## src/rtl/instr_mem_loader.sv

```systemverilog
// instr_mem_loader: packs a little-endian byte stream into 32-bit words, writes them to
// instruction memory and holds the CPU in reset until the whole program is loaded.
module instr_mem_loader #(
    parameter int MEM_SIZE       = 64,
    parameter int TIMEOUT_CYCLES = 1000
) (
    input  logic        clk,
    input  logic        rst,
    input  logic        start,
    input  logic [15:0] word_count,
    input  logic        byte_valid,
    input  logic [7:0]  byte_data,
    output logic        byte_ready,
    output logic        mem_we,
    output logic [31:0] mem_addr,
    output logic [31:0] mem_wdata,
    output logic        cpu_rst,
    output logic        busy,
    output logic        done,
    output logic        error,
    output logic [15:0] words_loaded
);
    localparam int TW = $clog2(TIMEOUT_CYCLES + 1);
    localparam logic [TW-1:0] TMO_LAST = TW'(TIMEOUT_CYCLES - 1);
    localparam logic [15:0] MAX_WC = 16'(MEM_SIZE);

    typedef enum logic [2:0] {IDLE, RECV, WRITE, DONE, ERR} state_t;

    state_t      state_q;
    logic [1:0]  byte_idx_q;
    logic [31:0] word_q, word_d;
    logic [15:0] wc_q, words_loaded_q, words_loaded_d;
    logic [TW-1:0] tmo_q;
    logic        byte_ready_q, mem_we_q, cpu_rst_q, busy_q, done_q, error_q;
    logic [31:0] mem_addr_q, mem_wdata_q;

    // bytes shift in from the top so byte 0 ends up in [7:0] after four transfers
    assign word_d         = {byte_data, word_q[31:8]};
    assign words_loaded_d = words_loaded_q + 16'd1;

    always_ff @(posedge clk or posedge rst) begin
        if (rst) begin
            state_q        <= IDLE;
            byte_idx_q     <= 2'd0;
            word_q         <= 32'd0;
            wc_q           <= 16'd0;
            words_loaded_q <= 16'd0;
            tmo_q          <= '0;
            byte_ready_q   <= 1'b0;
            mem_we_q       <= 1'b0;
            mem_addr_q     <= 32'd0;
            mem_wdata_q    <= 32'd0;
            cpu_rst_q      <= 1'b1;
            busy_q         <= 1'b0;
            done_q         <= 1'b0;
            error_q        <= 1'b0;
        end else begin
            mem_we_q <= 1'b0;
            case (state_q)
                RECV: begin
                    if (byte_valid) begin
                        word_q     <= word_d;
                        byte_idx_q <= byte_idx_q + 2'd1;
                        tmo_q      <= '0;
                        if (byte_idx_q == 2'd3) begin
                            state_q      <= WRITE;
                            byte_ready_q <= 1'b0;
                            mem_we_q     <= 1'b1;
                            mem_addr_q   <= {14'd0, words_loaded_q, 2'b00};
                            mem_wdata_q  <= word_d;
                        end
                    end else if (tmo_q == TMO_LAST) begin
                        state_q      <= ERR;
                        byte_ready_q <= 1'b0;
                        busy_q       <= 1'b0;
                        error_q      <= 1'b1;
                    end else begin
                        tmo_q <= tmo_q + 1'b1;
                    end
                end
                WRITE: begin
                    words_loaded_q <= words_loaded_d;
                    if (words_loaded_d == wc_q) begin
                        state_q   <= DONE;
                        busy_q    <= 1'b0;
                        done_q    <= 1'b1;
                        cpu_rst_q <= 1'b0;
                    end else begin
                        state_q      <= RECV;
                        byte_ready_q <= 1'b1;
                        tmo_q        <= '0;
                    end
                end
                default: begin
                    if (start) begin
                        cpu_rst_q <= 1'b1;
                        done_q    <= 1'b0;
                        if (word_count == 16'd0 || word_count > MAX_WC) begin
                            state_q      <= ERR;
                            byte_ready_q <= 1'b0;
                            busy_q       <= 1'b0;
                            error_q      <= 1'b1;
                        end else begin
                            state_q        <= RECV;
                            wc_q           <= word_count;
                            words_loaded_q <= 16'd0;
                            byte_idx_q     <= 2'd0;
                            tmo_q          <= '0;
                            byte_ready_q   <= 1'b1;
                            busy_q         <= 1'b1;
                            error_q        <= 1'b0;
                        end
                    end
                end
            endcase
        end
    end

    assign byte_ready   = byte_ready_q;
    assign mem_we       = mem_we_q;
    assign mem_addr     = mem_addr_q;
    assign mem_wdata    = mem_wdata_q;
    assign cpu_rst      = cpu_rst_q;
    assign busy         = busy_q;
    assign done         = done_q;
    assign error        = error_q;
    assign words_loaded = words_loaded_q;
endmodule

```

## config.mk

```make
export PLATFORM = sky130hd
export DESIGN_NAME = instr_mem_loader
export DESIGN_NICKNAME = d
export VERILOG_FILES = /design/src/rtl/instr_mem_loader.sv
export SDC_FILE = /design/constraint.sdc
export NUM_CORES = 1
export LEC_CHECK = 0
export CELL_PAD_IN_SITES_DETAIL_PLACEMENT = 1
export CELL_PAD_IN_SITES_GLOBAL_PLACEMENT = 2
export CORE_ASPECT_RATIO = 0.75
export CORE_MARGIN = 3
export CORE_UTILIZATION = 37
export CTS_CLUSTER_DIAMETER = 60
export DETAILED_ROUTE_END_ITERATION = 10
export GPL_TIMING_DRIVEN = 0
export PLACE_DENSITY_LB_ADDON = 0.1
export SLEW_MARGIN = 10
export SYNTH_ARGS = -nofsm -noshare
export SYNTH_HDL_FRONTEND = slang
export SYNTH_SLANG_ARGS = --single-unit
```

## constraint.sdc

```tcl
create_clock -name clk -period 10.2 [get_ports clk]
set_input_delay 2.04 -clock clk [delete_from_list [all_inputs] [get_ports clk]]
set_output_delay 2.04 -clock clk [all_outputs]
set_load 0.005 [all_outputs]
```

==> results.yml <==
status:
  status: "completed"
yosys:
  yosysSeqAreaShare: 0.526
  synth.cell_area_um2: 5940
  yosysWarnings: 0
  yosysTopAreaCellShare: 0.522
  ys_types: 65
  synth_cells: 508
  synth_seq_cells: 125
  ys_top_cells_by_area: "dfrtp_1 (52%), mux2_2 (15%), xnor2_1 (2.7%), buf_4 (2.4%), nand2_1 (2.4%)"
  yosys.area.top_type: "dfrtp_1"
  syn_area_per_cell_um2: 11.7
  ys_async_sr_fraction: 1.00
  ys.flop_type: "dfrtp_1"
  synth_edf_count: 0
setup_path:
  cp_slowest_cell: "nor4_2"
  cp_common_cell: "o21ai_1"
  max_stage_delay_ns: 0.60
  start_kind: "input pin"
  end_kind: "register"
  crit_arrival_ns: 4.95
  cp.required_ns: 10.48
  critical_path_class: "in -> reg"
  critical_path_peak_fanout: 10
  path_cells: "clkdlybuf4s50_1, nor4_1, a21boi_1, nor4_2, o21ai_1, clkbuf_1, o21ai_1, o31ai_1"
power_and_ir_drop:
  peakVddDrop_uv: 102
  p_per_area_nw_per_um2: 203
  p_leak_uw: 0.00356
cts:
  cts.htree.levels: 4
  cts.reportedPaths.clkPinSlew_ns: 0.05
  root_buffer: "clkbuf_16"
  cts_hold_buf: 0
  numCtsBuffers: 17
  cts_tree: "done"
  cts_setup_buffers: 0
  clock_latency_ns: 0.42
  cts_resized: 0
  cts_buffer_depth: 2
  clock-sinks: 125
global_route:
  grt_use_total: 0.189
  antenna_found_initial: 1
  grt_pass1_vias: 4853
  grt_max_degree: 67
  grt_first_pass_wirelength_um: 26200
  globalRouteOverflowTotal: 0
placed_design:
  hpwl_um: 11300
  postPlaceCellArea_um2: 7250
  port-buffer-count: 96
  gp_congestion: 0.784
sta:
  finalHoldViolCount: 0
  max_freq_mhz: 214
  worstMarginPinSlew_ns: 0.826
  finalCritPeriodShare: 0.459
  fin_skew_ns: 0.00927
  min_period_ns: 4.68
  relSlewSlack: 0.450
  rsz0062_at_grt: "no"
  slew_violations: 0
  final.setup.tns_ns: 0
  setup_viol: 0
cells_and_area:
  final_cell_mix: "dfrtp_1 (124), clkdlybuf4s50_1 (96), mux2_2 (77)"
  syn_to_final_growth_pct: 32.8
  drive_above_1_share: 0.248
  nets: 670
  fillers: 1632
  final_common_cell: "dfrtp_1"
  stdcell_area_um2: 7890
  diodes: 0
route:
  vias: 4384
  firstDrtPassIters: 4
  remaining_drc_errors: 0
  drt_iter0_drc: 137
  wl_um: 15900
  drt-wirelength-per-cell_um: 18.6
  ant_nets: 0
  viasPerCell: 5.12
floorplan:
  die_h_um: 116
  dieArea_um2: 17600
  initial_core_util: 0.384
  ios: 114
  core_area_um2: 15500
  die_w_um: 152
  row_count: 39
run:
  maxCapViolations: 0
min_path:
  hold_class: "reg -> reg"
cell usage after synthesis (3+ instances only):
cell type,instances
dfrtp_1,124
mux2_2,77
nand2_1,38
nor2_1,29
o21ai_0,28
buf_4,19
xnor2_1,18
clkbuf_1,13
nand3_1,12
a21oi_1,10
inv_1,9
nor2b_1,9
o21ai_1,8
nor3_1,7
a21oi_2,6
nand4_1,6
a31oi_1,5
buf_1,5
xor2_1,5
buf_2,4
nor4_1,4
a211oi_1,3
a41oi_1,3
and2_1,3
and3_1,3
ha_1,3
nand4_2,3
nor4_4,3
o22ai_1,3
report_power, final:
group,switching [µW],internal [µW],leakage [µW]
Combinational,185,164,0.00159
Clock,234,423,0.000306
Sequential,63.7,536,0.00167
Total,483,1120,0.00356
flip-flops by register name, summed over array words and instances, names as in the netlist, 2 cells and up:
signal / count
state_q: 3
mem_addr: 16
words_loaded: 16
word_q: 24
byte_idx_q: 2
mem_wdata: 32
wc_q: 16
tmo_q: 10
routing by layer:
metal | vias to the layer above | GRT usage | part of all wire
li1 | 2047 | - | -
met1 | 2229 | 0.248 | 0.47
met2 | 82 | 0.316 | 0.48
met3 | 24 | 0.0396 | 0.037
met4 | 2 | 0.0695 | 0.017
met5 | - | 0 | 0.00057
worst max-delay path: cells and delay by family:
family	cells	cell delay [ns]
AOI/OAI and AO/OA	4	0.97
and+or+nand+nor	2	1.16
buffers and inverters	2	0.77
stage by stage:
step / hold WS, ns / power [µW] / util / setup slack (ns) / instances
final: 0.494 / 1610 / 0.510 / 5.52 / 857
after global routing: 0.518 / 1690 / 0.510 / 5.33 / 857
after floorplan: 0.443 / 812 / - / 4.83 / 523
after CTS: 0.499 / 1620 / 0.510 / 5.59 / 857
after detailed placement: 0.481 / 956 / 0.469 / 5.18 / 825
after global placement: 0.456 / 947 / 0.467 / 2.85 / 824
worst paths after layout:
path	start	end	slack, ns	cells past startpoint
worst max-delay path	word_count[0]	words_loaded[6]	5.52	8
worst min-delay path	mem_addr[15]	mem_addr[15]	0.49	2
worst max register to register	tmo_q[0]	words_loaded[6]	7.25	9
worst min register to register	mem_addr[15]	mem_addr[15]	0.49	2
max in group asynchronous	rst	mem_wdata[14]	7.40	3
min in group asynchronous	rst	tmo_q[9]	2.07	2
layout make-up:
type	instances	area [µm²]	area share
inverters	9	38.8	0.00492
multi-input cells	347	2600	0.329
repair buffers	97	988	0.125
well taps	205	256	0.0325
clock inverters	13	188	0.0238
flip-flops and latches	125	3130	0.397
plain buffers	42	241	0.0306
clock buffers	19	453	0.0574
logic make-up (layout without fill, tap and decap cells):
| family | Yosys count | in the layout | synth area share |
|---|---|---|---|
| AOI/OAI and AO/OA | 88 | 88 | 0.103 |
| DFF | 125 | 125 | 0.526 |
| other | 1 | 16 | 0.000631 |
| xor gates and xnor gates | 24 | 24 | 0.0377 |
| buffers and inverters | 51 | 180 | 0.0463 |
| muxes | 77 | 77 | 0.146 |
| adders and majority gates | 3 | 3 | 0.00632 |
| and+or+nand+nor | 139 | 139 | 0.134 |
(Power assumes the default switching activity.)
